[src/rtl/display_pkg.sv]
// Shared raster constants and types for the scoreboard display path.
// Renderers import the coordinate widths and box geometry from here.
package display_pkg;

    localparam int PIX_X_W = 11;
    localparam int PIX_Y_W = 10;

    // 800x600 @ 72 Hz with a 50 MHz pixel clock
    localparam int DEF_H_ACTIVE     = 800;
    localparam int DEF_H_FP         = 56;
    localparam int DEF_H_SYNC       = 120;
    localparam int DEF_H_BP         = 64;
    localparam int DEF_V_ACTIVE     = 600;
    localparam int DEF_V_FP         = 37;
    localparam int DEF_V_SYNC       = 6;
    localparam int DEF_V_BP         = 23;
    localparam int DEF_BLINK_FRAMES = 36;

    localparam int BOX_X0 = 40;
    localparam int BOX_Y0 = 40;
    localparam int BOX_X1 = 759;
    localparam int BOX_Y1 = 559;

    typedef struct packed {
        logic [PIX_X_W-1:0] x;
        logic [PIX_Y_W-1:0] y;
        logic               video_on;
        logic               hsync;
        logic               vsync;
        logic               frame_start;
    } raster_t;

    function automatic int span_total(int active, int fp, int sync, int bp);
        return active + fp + sync + bp;
    endfunction

endpackage

[src/rtl/blink_divider.sv]
// Divides the frame-start strobe down to a blink toggle; blink flips on
// every BLINK_FRAMES-th tick, the first flip on the BLINK_FRAMES-th tick.
module blink_divider #(
    parameter int BLINK_FRAMES = 36
) (
    input  logic clk,
    input  logic rst_n,
    input  logic tick,
    output logic blink
);

    localparam int CW = (BLINK_FRAMES > 1) ? $clog2(BLINK_FRAMES) : 1;
    localparam logic [CW-1:0] LAST = CW'(BLINK_FRAMES - 1);

    if (BLINK_FRAMES < 1) begin : g_param_check
        $error("blink_divider: BLINK_FRAMES must be at least 1");
    end

    logic [CW-1:0] cnt;

    always_ff @(posedge clk or negedge rst_n) begin
        if (!rst_n) begin
            cnt   <= '0;
            blink <= 1'b0;
        end else if (tick) begin
            if (cnt == LAST) begin
                cnt   <= '0;
                blink <= ~blink;
            end else begin
                cnt <= cnt + CW'(1);
            end
        end
    end

endmodule

[src/rtl/vga_timing_gen.sv]
// Raster timing generator: coordinates, active-video, syncs, frame strobe and
// blink, all registered from the next counter values so they never skew.
module vga_timing_gen
    import display_pkg::*;
#(
    parameter int H_ACTIVE     = DEF_H_ACTIVE,
    parameter int H_FP         = DEF_H_FP,
    parameter int H_SYNC       = DEF_H_SYNC,
    parameter int H_BP         = DEF_H_BP,
    parameter int V_ACTIVE     = DEF_V_ACTIVE,
    parameter int V_FP         = DEF_V_FP,
    parameter int V_SYNC       = DEF_V_SYNC,
    parameter int V_BP         = DEF_V_BP,
    parameter bit HS_POL       = 1'b1,
    parameter bit VS_POL       = 1'b1,
    parameter int BLINK_FRAMES = DEF_BLINK_FRAMES
) (
    input  logic               clk,
    input  logic               rst_n,
    input  logic               pix_en,
    output logic [PIX_X_W-1:0] pixel_x,
    output logic [PIX_Y_W-1:0] pixel_y,
    output logic               video_on,
    output logic               hsync,
    output logic               vsync,
    output logic               frame_start,
    output logic               blink
);

    localparam int H_TOTAL  = span_total(H_ACTIVE, H_FP, H_SYNC, H_BP);
    localparam int V_TOTAL  = span_total(V_ACTIVE, V_FP, V_SYNC, V_BP);
    localparam int HS_START = H_ACTIVE + H_FP;
    localparam int HS_END   = HS_START + H_SYNC;
    localparam int VS_START = V_ACTIVE + V_FP;
    localparam int VS_END   = VS_START + V_SYNC;

    localparam logic [PIX_X_W-1:0] H_LAST = PIX_X_W'(H_TOTAL - 1);
    localparam logic [PIX_Y_W-1:0] V_LAST = PIX_Y_W'(V_TOTAL - 1);

    if (H_TOTAL > 2048 || V_TOTAL > 1024 || BLINK_FRAMES < 1) begin : g_param_check
        $error("vga_timing_gen: totals exceed coordinate widths or BLINK_FRAMES < 1");
    end

    logic [PIX_X_W-1:0] h_cnt, h_nxt;
    logic [PIX_Y_W-1:0] v_cnt, v_nxt;
    logic               h_wrap;
    logic               fs_nxt;
    raster_t            nxt;

    // Counters reset to the last position so the first enabled edge lands on (0,0).
    always_comb begin
        h_wrap = (h_cnt == H_LAST);
        h_nxt  = h_wrap ? '0 : h_cnt + PIX_X_W'(1);
        v_nxt  = v_cnt;
        if (h_wrap) begin
            v_nxt = (v_cnt == V_LAST) ? '0 : v_cnt + PIX_Y_W'(1);
        end
        fs_nxt = pix_en && (h_nxt == '0) && (v_nxt == '0);

        nxt.x           = h_nxt;
        nxt.y           = v_nxt;
        nxt.video_on    = (int'(h_nxt) < H_ACTIVE) && (int'(v_nxt) < V_ACTIVE);
        nxt.hsync       = ((int'(h_nxt) >= HS_START) && (int'(h_nxt) < HS_END)) ? HS_POL : ~HS_POL;
        nxt.vsync       = ((int'(v_nxt) >= VS_START) && (int'(v_nxt) < VS_END)) ? VS_POL : ~VS_POL;
        nxt.frame_start = fs_nxt;
    end

    always_ff @(posedge clk or negedge rst_n) begin
        if (!rst_n) begin
            h_cnt       <= H_LAST;
            v_cnt       <= V_LAST;
            pixel_x     <= '0;
            pixel_y     <= '0;
            video_on    <= 1'b0;
            hsync       <= ~HS_POL;
            vsync       <= ~VS_POL;
            frame_start <= 1'b0;
        end else begin
            frame_start <= 1'b0;
            if (pix_en) begin
                h_cnt       <= h_nxt;
                v_cnt       <= v_nxt;
                pixel_x     <= nxt.x;
                pixel_y     <= nxt.y;
                video_on    <= nxt.video_on;
                hsync       <= nxt.hsync;
                vsync       <= nxt.vsync;
                frame_start <= nxt.frame_start;
            end
        end
    end

    // Fed the pre-register strobe so blink flips on the same edge as frame_start.
    blink_divider #(
        .BLINK_FRAMES(BLINK_FRAMES)
    ) u_blink (
        .clk  (clk),
        .rst_n(rst_n),
        .tick (fs_nxt),
        .blink(blink)
    );

endmodule

[config.mk]
export PLATFORM = sky130hd
export DESIGN_NAME = vga_timing_gen
export DESIGN_NICKNAME = d
export VERILOG_FILES = /design/src/rtl/display_pkg.sv /design/src/rtl/blink_divider.sv /design/src/rtl/vga_timing_gen.sv
export SDC_FILE = /design/constraint.sdc
export NUM_CORES = 1
export LEC_CHECK = 0
export ABC_CLOCK_PERIOD_IN_PS = 3600
export CORE_ASPECT_RATIO = 0.9
export CORE_MARGIN = 5
export CORE_UTILIZATION = 60
export CTS_BUF_LIST = sky130_fd_sc_hd__clkbuf_8
export DETAILED_ROUTE_END_ITERATION = 8
export PLACE_DENSITY = 0.83
export SLEW_MARGIN = 10
export SYNTH_ARGS = -nofsm -noshare
export SYNTH_HDL_FRONTEND = slang
export SYNTH_SLANG_ARGS = --single-unit
[constraint.sdc]
create_clock -name clk -period 3.6 [get_ports clk]
set_input_delay 0.72 -clock clk [delete_from_list [all_inputs] [get_ports clk]]
set_output_delay 0.72 -clock clk [all_outputs]
set_load 0.01 [all_outputs]
==> impl_metrics.json <==
{
  "grt_use_total_pct": 23.60,
  "slew_viol_final": 0,
  "p_clk_share_pct": 24.5,
  "firstDrtPassIters": 5,
  "insertion_delay_ns": 0.31,
  "multi_input_area_um2": 1619,
  "vias_per_cell": 6.480,
  "startpoint_type": "flop",
  "antenna_found_initial": 0,
  "portBuffers": 28,
  "postRouteAntennaNets": 0,
  "grt_remaining_overflow": 0,
  "max_freq_mhz": 308.6,
  "hpwlAfterDp_mm": 5.209,
  "grt_pass1_wl_mm": 12.55,
  "grt_max_degree": 43,
  "finClkSkew_ns": 0.007200,
  "cts_max_level": 2,
  "synth_area_um2": 3005,
  "path_class": "flop to flop",
  "cts_hold_buf": 0,
  "vias": 2592,
  "first_iter_violations": 297,
  "post_cts_buffers": 0,
  "seq_power_share_pct": 48.0,
  "drive_above_1_share_pct": 16.12,
  "die-area_um2": 6526,
  "wirelength_met1_mm": 3.413,
  "fin_crit_ns": 3.240,
  "ys_warn_count": 0,
  "min_from": "u_blink.cnt[5]$_DFFE_PN0P_",
  "final_common_cell": "dfrtp_1",
  "synthArstFlopShare_pct": 100.0,
  "setup_tns_ns": 0,
  "postCtsResizedCells": 0,
  "crit_path_end_kind": "flop",
  "drc_errors": 0,
  "timing.rr.start": "h_cnt[0]$_DFFE_PN1P_",
  "synth_seq_cells": 42,
  "synth_edf_count": 0,
  "cts_made_buffers": 5,
  "holdWs_ns": 0.4563,
  "routed-wl-met3_um": 681,
  "slowest_delay_ns": 0.61,
  "arrival_ns": 3.44,
  "r2r_cells": 9,
  "worst-path-max-fanout": 11,
  "diodes": 0,
  "cp_top_family": "compound AO/OA/AOI/OAI gates",
  "grt_pass1_vias": 2460,
  "path_clk_slew_ns": 0.09,
  "seqCellArea_um2": 1064,
  "syn_nets": 335,
  "combPwrFrac_pct": 27.5,
  "ys.flop_type": "dfrtp_1",
  "die_w_um": 84.60,
  "maxCapViolCount": 0,
  "cp_num_buf_inv": 1,
  "die_y_um": 77.14,
  "path_cells": "ha_1 -> nand3_1 -> buf_4 -> nor3_4 -> o211a_1 -> o21ai_0 -> a2111oi_4 -> nand2_2 -> mux2_1",
  "p_sw_w": 0.0004677,
  "maxSlewHeadroom_pct": 40.11,
  "top_layer": "met4",
  "max-vdd-ir-drop_mv": 0.3933,
  "switching_share_pct": 34.66,
  "cts_tree": "yes",
  "leakagePower_nw": 1.323,
  "gp_congestion": 0.9724,
  "syn_avg_cell_area_um2": 9.191,
  "worst_pin_slew_ns": 0.8984,
  "setup-violations-final": 0,
  "fin_crit_sh_pct": 90.01,
  "io_pins": 29,
  "path_depth": 9,
  "clk_path_buf_depth": 2,
  "fin_nets": 342,
  "synth_cells": 327,
  "outcome": "complete, no violations",
  "wl_per_cell_um": 18.60,
  "min_path_cells": 1,
  "cts_root_buffer": "clkbuf_8",
  "cp_slowest_cell": "dfstp_2",
  "seq_area_frac_synth_pct": 35.39,
  "initial_core_util_pct": 61.78,
  "grt_setup_unrepaired": "false",
  "crit_start": "h_cnt[0]$_DFFE_PN1P_",
  "intPower_w": 0.0008816,
  "num-fill-cells": 411,
  "layout_common_cells": "dfrtp_1, clkdlybuf4s50_1, nand2_1",
  "core_um2": 4865,
  "hold_viol": 0,
  "std_cell_rows": 24,
  "synth.distinct_cells": 71,
  "drt_wl_total_mm": 7.438,
  "area_delta_synth_final_pct": 7.910,
  "p_per_area_nw_per_um2": 416.1,
  "cp.required_ns": 3.80,
  "dr_wl_met2_mm": 3.176,
  "hp-class": "flop to flop",
  "clock-sinks": 42
}
-- per-layer routing --
| metal | up-vias | global-route usage [%] |
|---|---|---|
| met2 | 155 | 33.57 |
| met5 | - | 0 |
| li1 | 1193 | - |
| met1 | 1220 | 35.49 |
| met3 | 24 | 5.788 |
| met4 | 0 | 6.329 |
-- cell usage after synthesis (4+ instances only) --
master	number	area share [%]
nor3_1	10	1.7
o21ai_0	14	2.3
nand4_1	15	3.1
xor2_1	4	1.2
dfstp_2	10	8.7
a21o_1	5	1.2
nor4_1	7	1.5
mux2_2	4	1.5
dfrtp_1	32	27
clkbuf_8	6	2.7
clkbuf_1	11	1.4
nor2_1	24	3.0
buf_6	4	1.5
ha_1	5	2.1
nand3_1	17	2.8
and3_1	6	1.2
buf_4	13	3.2
inv_1	13	1.6
a21oi_1	11	1.8
o31ai_1	7	1.7
nand2_1	26	3.2
xnor2_1	14	4.1
-- through the flow --
stage / setup slack (ns) / util, % / cells / cell area, um2 / total power [W]
after floorplan: 0.5931 / - / 327 / 3005 / 0.0009342
after global placement: 0.5387 / 64.71 / 392 / 3148 / 0.001011
after detailed placement: 0.4004 / 64.71 / 392 / 3148 / 0.001017
after CTS: 0.3910 / 66.67 / 400 / 3243 / 0.001345
after global routing: 0.1228 / 66.67 / 400 / 3243 / 0.001423
final: 0.3598 / 66.67 / 400 / 3243 / 0.001349
-- state kept, by name, summed over array words and instances, names as in the netlist --
name	cells
vsync	1
video_on	1
pixel_x	11
frame_start	1
u_blink.blink	1
v_cnt	5
pixel_y	10
hsync	1
h_cnt	5
u_blink.cnt	6
-- power groups by stage --
stage	combinational [W]	clock (W)	sequential (W)
floorplan	0.000342	0	0.000593
global placement	0.000362	0	0.000649
detailed placement	0.000365	0	0.000652
CTS	0.000369	0.000331	0.000645
global route	0.000404	0.000358	0.000661
finish	0.000370	0.000331	0.000648
-- worst paths after layout --
kind                                         endpoint  slack [ns]
min                        u_blink.cnt[5]$_DFFE_PN0P_        0.46
min reg2reg                u_blink.cnt[5]$_DFFE_PN0P_        0.46
max                        u_blink.cnt[0]$_DFFE_PN0P_        0.36
min in group asynchronous   u_blink.blink$_DFFE_PN0P_        0.54
max in group asynchronous      pixel_y[0]$_DFFE_PN0P_        2.50
max reg2reg                u_blink.cnt[0]$_DFFE_PN0P_        0.36
-- layout make-up --
type / count / share of cell area, %
inverter: 13 / 1.505
clock buffer: 6 / 2.546
clock inverter: 2 / 0.3858
tap: 65 / 2.508
sequential: 42 / 32.79
multi-input combinational: 236 / 49.92
timing repair buffer: 36 / 10.34
-- cell families (layout without fill, tap and decap cells) --
logic type | count (synthesis) | count (layout) | share of synthesized area (%)
AND/OR/NAND/NOR | 135 | 135 | 25.77
AO/OA/AOI/OAI | 70 | 70 | 17.69
buffers and inverters | 49 | 57 | 10.74
flip-flops | 42 | 42 | 35.39
XOR/XNOR | 18 | 18 | 5.246
multiplexers | 8 | 8 | 3.080
adder cells (fa/ha/maj) | 5 | 5 | 2.082
Power figures use the tool's default switching activity.
